===== config.mk =====
export PLATFORM = sky130hd
export DESIGN_NAME = boe_sched_flat
export DESIGN_NICKNAME = d
export VERILOG_FILES = /design/src/rtl/boe_sched_if.sv /design/src/rtl/boe_sched.sv /design/src/flat_wrapper.sv
export SDC_FILE = /design/constraint.sdc
export NUM_CORES = 1
export LEC_CHECK = 0
export ABC_AREA = 1
export CAP_MARGIN = 10
export CORE_ASPECT_RATIO = 0.7
export CORE_UTILIZATION = 30
export DETAILED_ROUTE_END_ITERATION = 8
export GPL_TIMING_DRIVEN = 0
export PLACE_DENSITY = 0.58
export SLEW_MARGIN = 15
export SYNTH_ARGS = -nofsm -noshare
export SYNTH_HDL_FRONTEND = slang
export SYNTH_SLANG_ARGS = --single-unit

===== constraint.sdc =====
create_clock -name clk -period 2.2 [get_ports clk]
set_clock_uncertainty 0.1 [all_clocks]
set_input_delay 0.22 -clock clk [delete_from_list [all_inputs] [get_ports clk]]
set_output_delay 0.22 -clock clk [all_outputs]
set_load 0.02 [all_outputs]

===== src/rtl/boe_sched_if.sv =====
// ----------------------------------------------------------------------------
// boe_sched_if
//
// Bundles every client-side and engine-side signal of the boe_sched scheduler.
//
// Handshake semantics (no backpressure anywhere):
//   * req[i] is a request level. The requester holds it (with len_i stable)
//     until it sees gnt[i]. The scheduler answers either with gnt[i] for
//     exactly len_i consecutive cycles, or with a one-cycle err[i] pulse when
//     len_i is illegal.
//   * While gnt[i] is high the requester presents one new sample on din_i
//     every cycle. The sample is accepted in every grant cycle.
//   * res_valid qualifies res_data/res_id/res_last for exactly one cycle per
//     word. The consumer must always accept it.
//
// Modports:
//   slave  - the scheduler (boe_sched)
//   master - the environment: client front-ends plus the statistics engine,
//            which is why eng_result is driven from this side
//
// Parameters: DW sample width, RW engine result width.
// ----------------------------------------------------------------------------
interface boe_sched_if #(
    parameter int DW = 8,
    parameter int RW = 11
);
    // client requests and samples
    logic [1:0]    req;
    logic [2:0]    len0;
    logic [2:0]    len1;
    logic [DW-1:0] din0;
    logic [DW-1:0] din1;
    // client answers
    logic [1:0]    gnt;
    logic [1:0]    err;
    // engine side
    logic [2:0]    eng_num;
    logic [DW-1:0] eng_data;
    logic [RW-1:0] eng_result;
    // tagged result stream
    logic          res_valid;
    logic          res_id;
    logic          res_last;
    logic [RW-1:0] res_data;
    logic          busy;

    modport slave (
        input  req, len0, len1, din0, din1, eng_result,
        output gnt, err, eng_num, eng_data,
        output res_valid, res_id, res_last, res_data, busy
    );

    modport master (
        output req, len0, len1, din0, din1, eng_result,
        input  gnt, err, eng_num, eng_data,
        input  res_valid, res_id, res_last, res_data, busy
    );
endinterface


===== src/rtl/boe_sched.sv =====
// ----------------------------------------------------------------------------
// boe_sched
//
// Two-requester scheduler in front of a single batch statistics engine
// (sum / min / descending sort). A winning requester streams its batch of
// n samples into the engine, the scheduler waits the engine's fixed latency,
// then captures the n+2 result words (sum, min, n sorted values) and returns
// them tagged with the owner's ID.
//
// Ports:
//   clk        clock
//   rst        synchronous active-high reset (discards any batch in flight)
//   bus        boe_sched_if.slave: req/len0/len1/din0/din1 from clients,
//              gnt/err back to them, eng_num/eng_data to the engine,
//              eng_result from it, res_valid/res_id/res_last/res_data out,
//              busy high whenever the FSM is not IDLE
//   dbg_state  current FSM state (IDLE=0, LOAD=1, WAIT=2, DRAIN=3)
//
// Parameters:
//   DW       sample width
//   RW       engine result width
//   MAXN     largest legal batch length (must fit the 3-bit len fields)
//   RES_LAT  cycles the FSM spends in WAIT between LOAD and DRAIN (1..7)
//
// Build option:
//   BOE_SCHED_PRIO_EN  when defined, requester 0 always wins a simultaneous
//                      request (fixed priority); otherwise round-robin.
//                      Illegal-length rejection is the same in both builds.
//
// Timing, counting the req-sampling edge as cycle 0:
//   gnt                 cycles 1 .. n
//   first res_valid     cycle  n + RES_LAT + 2
//   res_last            cycle  2n + RES_LAT + 3 (first IDLE cycle, where a
//                       new arbitration may already take place)
// ----------------------------------------------------------------------------
module boe_sched #(
    parameter int DW      = 8,
    parameter int RW      = 11,
    parameter int MAXN    = 6,
    parameter int RES_LAT = 2
) (
    input  logic        clk,
    input  logic        rst,
    boe_sched_if.slave  bus,
    output logic [1:0]  dbg_state
);

    typedef enum logic [1:0] {
        IDLE  = 2'd0,
        LOAD  = 2'd1,
        WAIT  = 2'd2,
        DRAIN = 2'd3
    } state_t;

    localparam logic [2:0] MAXN_L   = 3'(MAXN);
    // WAIT lasts RES_LAT cycles, counted 0 .. RES_LAT-1
    localparam logic [3:0] LAT_LAST = 4'(RES_LAT - 1);

    // ------------------------------------------------------------------
    // state
    // ------------------------------------------------------------------
    state_t        state_q, state_d;
    logic          ptr_q, ptr_d;        // round-robin pointer
    logic          owner_q, owner_d;    // requester owning the batch
    logic [2:0]    n_q, n_d;            // batch length
    // 4 bits: DRAIN counts up to n+1 = 7 at most, LOAD/WAIT stay below 8
    logic [3:0]    cnt_q, cnt_d;
    logic [1:0]    err_q, err_d;
    logic          res_valid_q, res_valid_d;
    logic          res_id_q, res_id_d;
    logic          res_last_q, res_last_d;
    logic [RW-1:0] res_data_q, res_data_d;

    // ------------------------------------------------------------------
    // arbitration
    // ------------------------------------------------------------------
    logic       win;        // winning requester (meaningful only if |req)
    logic [2:0] win_len;
    logic       len_ok;

`ifdef BOE_SCHED_PRIO_EN
    // fixed priority: requester 0 wins whenever it asks
    assign win = ~bus.req[0];
`else
    // round-robin: the pointer holder wins if it asks, else the other one
    assign win = bus.req[ptr_q] ? ptr_q : ~ptr_q;
`endif

    assign win_len = win ? bus.len1 : bus.len0;
    assign len_ok  = (win_len != 3'd0) && (win_len <= MAXN_L);

    // ------------------------------------------------------------------
    // state register
    // ------------------------------------------------------------------
    always_ff @(posedge clk) begin
        if (rst) begin
            state_q     <= IDLE;
            ptr_q       <= 1'b0;
            owner_q     <= 1'b0;
            n_q         <= 3'd0;
            cnt_q       <= 4'd0;
            err_q       <= 2'b00;
            res_valid_q <= 1'b0;
            res_id_q    <= 1'b0;
            res_last_q  <= 1'b0;
            res_data_q  <= '0;
        end else begin
            state_q     <= state_d;
            ptr_q       <= ptr_d;
            owner_q     <= owner_d;
            n_q         <= n_d;
            cnt_q       <= cnt_d;
            err_q       <= err_d;
            res_valid_q <= res_valid_d;
            res_id_q    <= res_id_d;
            res_last_q  <= res_last_d;
            res_data_q  <= res_data_d;
        end
    end

    // ------------------------------------------------------------------
    // next state
    // ------------------------------------------------------------------
    always_comb begin
        state_d     = state_q;
        ptr_d       = ptr_q;
        owner_d     = owner_q;
        n_d         = n_q;
        cnt_d       = cnt_q;
        err_d       = 2'b00;
        res_valid_d = 1'b0;
        res_id_d    = 1'b0;
        res_last_d  = 1'b0;
        res_data_d  = res_data_q;   // hold the last word between bursts

        case (state_q)
            IDLE: begin
                if (|bus.req) begin
                    n_d = win_len;
                    if (len_ok) begin
                        state_d = LOAD;
                        owner_d = win;
                        cnt_d   = 4'd0;
                    end else begin
                        // reject: pulse err and hand the turn to the other side
                        err_d = win ? 2'b10 : 2'b01;
                        ptr_d = ~ptr_q;
                    end
                end
            end

            LOAD: begin
                // exactly n samples, regardless of what req does meanwhile
                if (cnt_q == {1'b0, n_q - 3'd1}) begin
                    state_d = WAIT;
                    cnt_d   = 4'd0;
                end else begin
                    cnt_d = cnt_q + 4'd1;
                end
            end

            WAIT: begin
                if (cnt_q == LAT_LAST) begin
                    state_d = DRAIN;
                    cnt_d   = 4'd0;
                end else begin
                    cnt_d = cnt_q + 4'd1;
                end
            end

            DRAIN: begin
                // capture one engine word per cycle; it appears registered
                // on res_data the following cycle
                res_valid_d = 1'b1;
                res_id_d    = owner_q;
                res_data_d  = bus.eng_result;
                if (cnt_q == ({1'b0, n_q} + 4'd1)) begin
                    res_last_d = 1'b1;
                    ptr_d      = ~owner_q;
                    state_d    = IDLE;
                    cnt_d      = 4'd0;
                end else begin
                    cnt_d = cnt_q + 4'd1;
                end
            end

            default: begin
                state_d = IDLE;
            end
        endcase
    end

    // ------------------------------------------------------------------
    // LOAD-phase outputs: grant and sample forwarding are combinational so
    // the engine sees din in the same cycle the requester drives it
    // ------------------------------------------------------------------
    logic [1:0]    gnt_c;
    logic [2:0]    eng_num_c;
    logic [DW-1:0] eng_data_c;

    always_comb begin
        gnt_c      = 2'b00;
        eng_num_c  = 3'd0;
        eng_data_c = '0;
        if (state_q == LOAD) begin
            gnt_c      = owner_q ? 2'b10 : 2'b01;
            eng_num_c  = n_q;
            eng_data_c = owner_q ? bus.din1 : bus.din0;
        end
    end

    assign bus.gnt       = gnt_c;
    assign bus.eng_num   = eng_num_c;
    assign bus.eng_data  = eng_data_c;
    assign bus.err       = err_q;
    assign bus.res_valid = res_valid_q;
    assign bus.res_id    = res_id_q;
    assign bus.res_last  = res_last_q;
    assign bus.res_data  = res_data_q;
    assign bus.busy      = (state_q != IDLE);
    assign dbg_state     = state_q;

endmodule


===== src/flat_wrapper.sv =====
// flat-port wrapper written by rule: the top's interface ports become plain ports
module boe_sched_flat 
#(
    parameter int DW      = 8,
    parameter int RW      = 11,
    parameter int MAXN    = 6,
    parameter int RES_LAT = 2
)
  (clk, rst, dbg_state, bus_req, bus_len0, bus_len1, bus_din0, bus_din1, bus_eng_result, bus_gnt, bus_err, bus_eng_num, bus_eng_data, bus_res_valid, bus_res_id, bus_res_last, bus_res_data, bus_busy);
  boe_sched_if #(.DW(DW), .RW(RW)) bus_i ();
  input  logic clk;
  input  logic rst;
  output logic [1:0] dbg_state;
  input wire logic [$bits(bus_i.req)-1:0] bus_req;
  input wire logic [$bits(bus_i.len0)-1:0] bus_len0;
  input wire logic [$bits(bus_i.len1)-1:0] bus_len1;
  input wire logic [$bits(bus_i.din0)-1:0] bus_din0;
  input wire logic [$bits(bus_i.din1)-1:0] bus_din1;
  input wire logic [$bits(bus_i.eng_result)-1:0] bus_eng_result;
  output wire logic [$bits(bus_i.gnt)-1:0] bus_gnt;
  output wire logic [$bits(bus_i.err)-1:0] bus_err;
  output wire logic [$bits(bus_i.eng_num)-1:0] bus_eng_num;
  output wire logic [$bits(bus_i.eng_data)-1:0] bus_eng_data;
  output wire logic [$bits(bus_i.res_valid)-1:0] bus_res_valid;
  output wire logic [$bits(bus_i.res_id)-1:0] bus_res_id;
  output wire logic [$bits(bus_i.res_last)-1:0] bus_res_last;
  output wire logic [$bits(bus_i.res_data)-1:0] bus_res_data;
  output wire logic [$bits(bus_i.busy)-1:0] bus_busy;
  assign bus_i.req = bus_req;
  assign bus_i.len0 = bus_len0;
  assign bus_i.len1 = bus_len1;
  assign bus_i.din0 = bus_din0;
  assign bus_i.din1 = bus_din1;
  assign bus_i.eng_result = bus_eng_result;
  assign bus_gnt = bus_i.gnt;
  assign bus_err = bus_i.err;
  assign bus_eng_num = bus_i.eng_num;
  assign bus_eng_data = bus_i.eng_data;
  assign bus_res_valid = bus_i.res_valid;
  assign bus_res_id = bus_i.res_id;
  assign bus_res_last = bus_i.res_last;
  assign bus_res_data = bus_i.res_data;
  assign bus_busy = bus_i.busy;
  boe_sched #(.DW(DW), .RW(RW), .MAXN(MAXN), .RES_LAT(RES_LAT)) u_core (.clk(clk), .rst(rst), .bus(bus_i), .dbg_state(dbg_state));
endmodule

==> flow_summary.yaml, run 1 <==
run_status:
  run_status: "complete, no violations"
setup_path:
  crit_type: "flop to output pin"
  rr_startpoint: "u_core.n_q[0]"
  cp.arrival_ps: 1730
  crit_path_max_fanout: 9
  worstSetupEndpointType: "output pin"
  rr_endpoint: "u_core.cnt_q[3]"
  startpoint_type: "flop"
  r2r_cells: 12
  cp_cell_sequence: "inv_1, ha_2, nand2_1, clkinv_2, a22o_1, dlygate4sd2_1"
  slowest_delay_ps: 380
  crit_path_start: "u_core.dbg_state[1]"
  rrSetupSlack_ps: 300
  crit_end: "bus_eng_data[1]"
  crit_slowest_cell: "dfxtp_2"
  cp.required_ps: 1880
synthesis:
  synth_compound_area_frac: 0.136
  yosys-mux-area-fraction: 0
  ys_warn_count: 0
  synthXorXnorAreaFrac: 0.0108
  yosysUniqueCellTypes: 25
  syn_inst: 248
  yosys-top-cells-area: "dfxtp_1, nor2_1, nand2_1, nand3_1, ha_1"
  synth_top_flop_cell: "dfxtp_1"
  netlist.area_leader.share: 0.333
  ys_seq_area_frac: 0.333
  synth.net_count: 294
  synth_adder_area_share: 0.0694
  avgSynthCellArea_um2: 6.54
  syn_area_um2: 1620
  synth_edf_count: 0
  synth_top_family_by_area: "simple AND/OR/NAND/NOR gates"
  yosysTopAreaCell: "dfxtp_1"
  synth_commonest_cells: "nor2_1, nand2_1, dfxtp_1, inv_1, nand3_1"
  synthArstFlopShare: 0
  synth-simple-area-share: 0.367
  yosysMostFrequentCell: "nor2_1"
  yosys_register_bits: 27
clock_network:
  path_clk_slew_ps: 100
  htree_levels: 1
  cts.hold.buffers_added: 0
  cts_made_buffers: 3
  clkSinkCount: 27
  cts_buffer_depth: 2
  cts-root-buf: "clkbuf_8"
  clock_latency_ps: 280
  cts_tree: "yes"
floorplanning:
  initial_core_util: 0.325
  die_w_um: 89.9
  fp.dieH_um: 63.5
  core_area_um2: 4990
  dieArea_um2: 5710
  ios: 69
  rows: 21
drt:
  drt_wl_total_um: 4550
  route.met2.wl_um: 1720
  drc: 0
  met3_length_um: 370
  vias_per_cell: 4.53
  top_layer_used: "met4"
  drt_iter0_drc: 76
  wl_per_cell_um: 11.7
  antenna_left: 0
  dr.pass1.iters: 4
  met1_length_um: 2440
  vias: 1763
sta:
  finalWorstSetupSlack_ps: 149
  rsz0062_at_grt: "false"
  fin_crit_sh: 0.932
  fmax_ghz: 0.488
  finalHoldWorstSlack_ps: 411
  fin_setup_tns_ps: 0
  tightest_slew_ps: 512
  slew_violations: 0
  period_minus_slack_ps: 2050
  hold_violations: 0
  setup_violations: 0
  relSlewSlack: 0.659
grt:
  grt_usage: 0.162
  grt_pass1_wl_um: 7450
  overflow: 0
  grt_max_degree: 16
  grt_pass1_vias: 1582
  antenna_found_initial: 0
layout:
  drive_gt1_frac: 0.0594
  register_area_um2: 543
  fin_area_um2: 2450
  fin_nets: 367
  layout.cells.non_filler: 389
  fillCellCount: 526
  multi_input_area_um2: 956
  antenna_cells: 0
  syn_to_final_growth_pct: 50.9
pwr:
  p_sw_uw: 1040
  power_frac_seq: 0.296
  p_per_area_nw_per_um2: 930
  pwr-share-comb: 0.576
  p_leak_uw: 0.00118
  p_int_uw: 1240
  p_sw_frac: 0.457
  irDropWorstVdd_uv: 548
  clock_power_share: 0.128
place:
  hpwl_um: 3420
  detailedPlace.worstSlack_ps: -37.4
  post-place-cells: 385
  io_buffers: 68
  placed_area_um2: 2390
  gp_congestion: 0.841
hold_path:
  holdCritPathClass: "flop to flop"
job:
  maxCapViolations: 0
## layout make-up
class | instances | area share
multi-input cells | 185 | 0.391
repair buffers | 68 | 0.277
flip-flops and latches | 27 | 0.222
inverters | 32 | 0.0501
well taps | 69 | 0.0353
clock buffers | 3 | 0.0169
plain buffers | 4 | 0.00613
clock inverters | 1 | 0.00204
## worst min-delay path by stage
stage / from / to / slack, ps / cells past startpoint
after floorplan: bus_eng_result[0] / u_core.bus.res_data[0] / 250 / 2
after global placement: u_core.bus.res_data[1] / u_core.bus.res_data[1] / 380 / 2
after detailed placement: u_core.bus.res_data[6] / u_core.bus.res_data[6] / 380 / 2
after CTS: bus_eng_result[0] / u_core.bus.res_data[0] / 400 / 3
after global routing: bus_eng_result[6] / u_core.bus.res_data[6] / 430 / 3
final: u_core.bus.res_data[3] / u_core.bus.res_data[3] / 410 / 2
## power groups by stage
stage / clock [uW] / sequential, uW / combinational [uW]
finish: 292 / 673 / 1310
detailed placement: 0 / 676 / 1320
global placement: 0 / 679 / 1320
CTS: 309 / 668 / 1300
floorplan: 0 / 718 / 806
global route: 327 / 686 / 1470
## per-stage QoR
stage	power (uW)	utilization
after detailed placement	1990	0.478
after global routing	2480	0.490
final	2280	0.490
after global placement	2000	0.478
after CTS	2280	0.487
after floorplan	1520	-
## cell families (layout without fill, tap and decap cells)
family / count (synthesis) / count (layout)
AOI/OAI and AO/OA: 37 / 37
adders and majority gates: 9 / 9
buffers and inverters: 36 / 108
and+or+nand+nor: 137 / 137
DFF: 27 / 27
xor gates and xnor gates: 2 / 2
## metal layers
metal  up-vias  global-route usage
li1        939                   -
met1       760               0.227
met2        62               0.240
met3         2              0.0568
met4         0              0.0302
met5         -                   0
## registers in the layout (all words and copies together), names as in the netlist
register	cells
u_core.bus.err	2
u_core.bus.res_data	11
u_core.bus.res_id	1
u_core.bus.res_last	1
u_core.bus.res_valid	1
u_core.cnt_q	4
u_core.dbg_state	2
u_core.n_q	3
u_core.owner_q	1
u_core.ptr_q	1
## timing repair
action	CTS	global route
setup endpoints to repair	10	9
cloned	0	0
gates resized for setup	12	6
setup buffers	0	0
## layout by cell type (no fill, tap or decap), types with 11 or more instances in the layout
cell,synthesis,routed
nand2_1,48,48
o21ai_0,15,15
clkdlybuf4s50_1,0,57
a21oi_1,11,11
dfxtp_1,27,25
nand3_1,25,25
nor2_1,52,51
inv_1,27,27
## worst max-delay path, delay by kind of cell (launching register included)
| family | cells | cell delay (ps) |
|---|---|---|
| AND/OR/NAND/NOR | 1 | 100 |
| flip-flops | 1 | 380 |
| AO/OA/AOI/OAI | 1 | 230 |
| buffers and inverters | 3 | 520 |
| adder cells (fa/ha/maj) | 1 | 220 |
Note: power is estimated with default switching activity, not from simulation.
==> inputs of run 2 (changes only) <==
--- a/config.mk
+++ b/config.mk
@@ -6,11 +6,12 @@
 export NUM_CORES = 1
 export LEC_CHECK = 0
 export ABC_AREA = 1
-export CAP_MARGIN = 10
+export CAP_MARGIN = 20
 export CORE_ASPECT_RATIO = 0.7
 export CORE_UTILIZATION = 30
 export DETAILED_ROUTE_END_ITERATION = 8
 export GPL_TIMING_DRIVEN = 0
+export HOLD_SLACK_MARGIN = 0.03
 export PLACE_DENSITY = 0.58
 export SLEW_MARGIN = 15
 export SYNTH_ARGS = -nofsm -noshare
==> results of run 2 <==
The final DEF is identical to that of run 1; final timing and power are the same.
==> inputs of run 3 (changes only) <==
--- a/config.mk
+++ b/config.mk
@@ -6,6 +6,7 @@
 export NUM_CORES = 1
 export LEC_CHECK = 0
 export ABC_AREA = 1
+export ABC_CLOCK_PERIOD_IN_PS = 2200
 export CAP_MARGIN = 20
 export CORE_ASPECT_RATIO = 0.7
 export CORE_UTILIZATION = 30
@@ -13,6 +14,7 @@
 export GPL_TIMING_DRIVEN = 0
 export HOLD_SLACK_MARGIN = 0.03
 export PLACE_DENSITY = 0.58
+export SETUP_SLACK_MARGIN = 0.4
 export SLEW_MARGIN = 15
 export SYNTH_ARGS = -nofsm -noshare
 export SYNTH_HDL_FRONTEND = slang
==> flow_summary.yaml, run 3 (same netlist as run 1, synthesis figures left out) <==
run_status:
  run_status: "complete, no violations"
clock_network:
  cts-root-buf: "clkbuf_8"
  htree_levels: 1
  clock_latency_ps: 280
  cts_made_buffers: 3
  cts_buffer_depth: 2
  path_clk_slew_ps: 110
  cts_tree: "yes"
  clkSinkCount: 27
setup_path:
  rrSetupSlack_ps: 440
  crit_path_max_fanout: 6
  worstSetupEndpointType: "flop"
  r2r_cells: 14
  slowest_delay_ps: 340
  startpoint_type: "flop"
  crit_type: "flop to flop"
  crit_path_frequent_cell: "nand2_1"
  rr_startpoint: "u_core.n_q[1]"
  cp.arrival_ps: 1830
  cp_cell_sequence: "inv_1, ha_4, inv_2, nand2_1, nand2_1, nor2_1, nand2_1, nand2_1, nand2_1, nor2_2, buf_6, nor2_2, nor2_1, nor2_1"
  rr_endpoint: "u_core.cnt_q[3]"
  crit_slowest_cell: "dfxtp_2"
  cp.required_ps: 2270
place:
  detailedPlace.worstSlack_ps: 73.0
  gp_congestion: 0.854
  hpwl_um: 3520
  placed_area_um2: 2390
  io_buffers: 68
pwr:
  total_power_uw: 2470
  p_per_area_nw_per_um2: 975
  irDropWorstVdd_uv: 435
  p_leak_uw: 0.00120
floorplanning:
  rows: 21
  ios: 69
  die_w_um: 89.9
  core_area_um2: 4990
  initial_core_util: 0.325
  dieArea_um2: 5710
  fp.dieH_um: 63.5
hold_path:
  holdCritPathClass: "input port to flop"
  hold_path_end: "u_core.bus.res_data[1]"
  hold_depth: 3
  hp-start: "bus_eng_result[1]"
layout:
  final_cell_mix: "clkdlybuf4s50_1, nor2_1, nand2_1"
  syn_to_final_growth_pct: 56.3
  antenna_cells: 0
  mostFrequentLayoutCell: "clkdlybuf4s50_1"
  drive_gt1_frac: 0.152
  largest_reg_flops: 11
  fin_nets: 375
  fillCellCount: 507
  fin_area_um2: 2530
drt:
  wl_per_cell_um: 12.3
  dr.pass1.iters: 4
  drc: 0
  antenna_left: 0
  vias_per_cell: 4.58
  drt_iter0_drc: 97
  drt_wl_total_um: 4880
  vias: 1820
grt:
  grt_pass1_wl_um: 7740
  overflow: 0
  grt_max_degree: 18
  grt_pass1_vias: 1649
  grt_usage: 0.168
  antenna_found_initial: 0
job:
  maxCapViolations: 0
sta:
  period_minus_slack_ps: 1760
  rsz0062_at_grt: "true"
  relSlewSlack: 0.642
  setup_violations: 0
  fmax_ghz: 0.567
  fin_crit_sh: 0.802
  tightest_slew_ps: 536
  fin_setup_tns_ps: 0
  slew_violations: 0
  hold_violations: 0
  finalWorstSetupSlack_ps: 436
-- run 3: cell count changes in the layout (fill, tap and decap cells not counted), moves of 4 or more --
cell	delta
buf_2	+7
buf_4	+5
dlygate4sd2_1	-4
nand2_1	-4
-- run 3: worst max-delay path by stage --
stage	from	endpoint	slack, ps	cells after the start
final	u_core.n_q[1]	u_core.cnt_q[3]	440	14
after global routing	u_core.n_q[1]	u_core.cnt_q[3]	300	14
after CTS	u_core.dbg_state[1]	bus_eng_data[1]	260	6
after detailed placement	u_core.dbg_state[1]	bus_eng_data[1]	70	6
after global placement	u_core.dbg_state[1]	bus_eng_data[1]	50	6
after floorplan	u_core.n_q[0]	u_core.cnt_q[0]	420	12
-- run 3: what timing repair did --
action,in CTS,in global routing
resized for setup,53,15
hold buffers,0,0
setup buffers,3,3
endpoints found under the setup margin,21,21
pin swaps,1,9
cloned,2,0
-- run 3: critical path, delay by kind of cell, from the launching register on --
family,cells,cell delay (ps)
adders and majority gates,1,280
DFF,1,340
buffers and inverters,3,230
and+or+nand+nor,10,710
-- run 3: layer usage --
layer,track usage,wire length [um]
met1,0.225,2400
met2,0.258,1930
met3,0.0664,508
met4,0.0302,44
met5,0,0
-- run 3: through the flow --
stage / utilization / hold WS (ps) / instances
finish: 0.508 / 406 / 397
global route: 0.508 / 397 / 397
CTS: 0.495 / 401 / 394
detailed placement: 0.479 / 387 / 385
global placement: 0.479 / 377 / 385
floorplan: - / 255 / 248
-- run 3: layout make-up --
| class | instances | area (um2) | area share |
|---|---|---|---|
| multi-input cells | 185 | 1010 | 0.397 |
| repair buffers | 74 | 686 | 0.271 |
| flip-flops and latches | 27 | 549 | 0.217 |
| inverters | 32 | 130 | 0.0514 |
| well taps | 69 | 86.3 | 0.0341 |
| clock buffers | 3 | 41.3 | 0.0163 |
| plain buffers | 4 | 16.3 | 0.00642 |
| repair inverters | 2 | 10.0 | 0.00395 |
| clock inverters | 1 | 8.76 | 0.00346 |
-- run 3: where the power goes --
group	total [uW]	internal (uW)	switching [uW]
clock network	303	133	169
logic	1490	619	874
registers	676	589	86.9
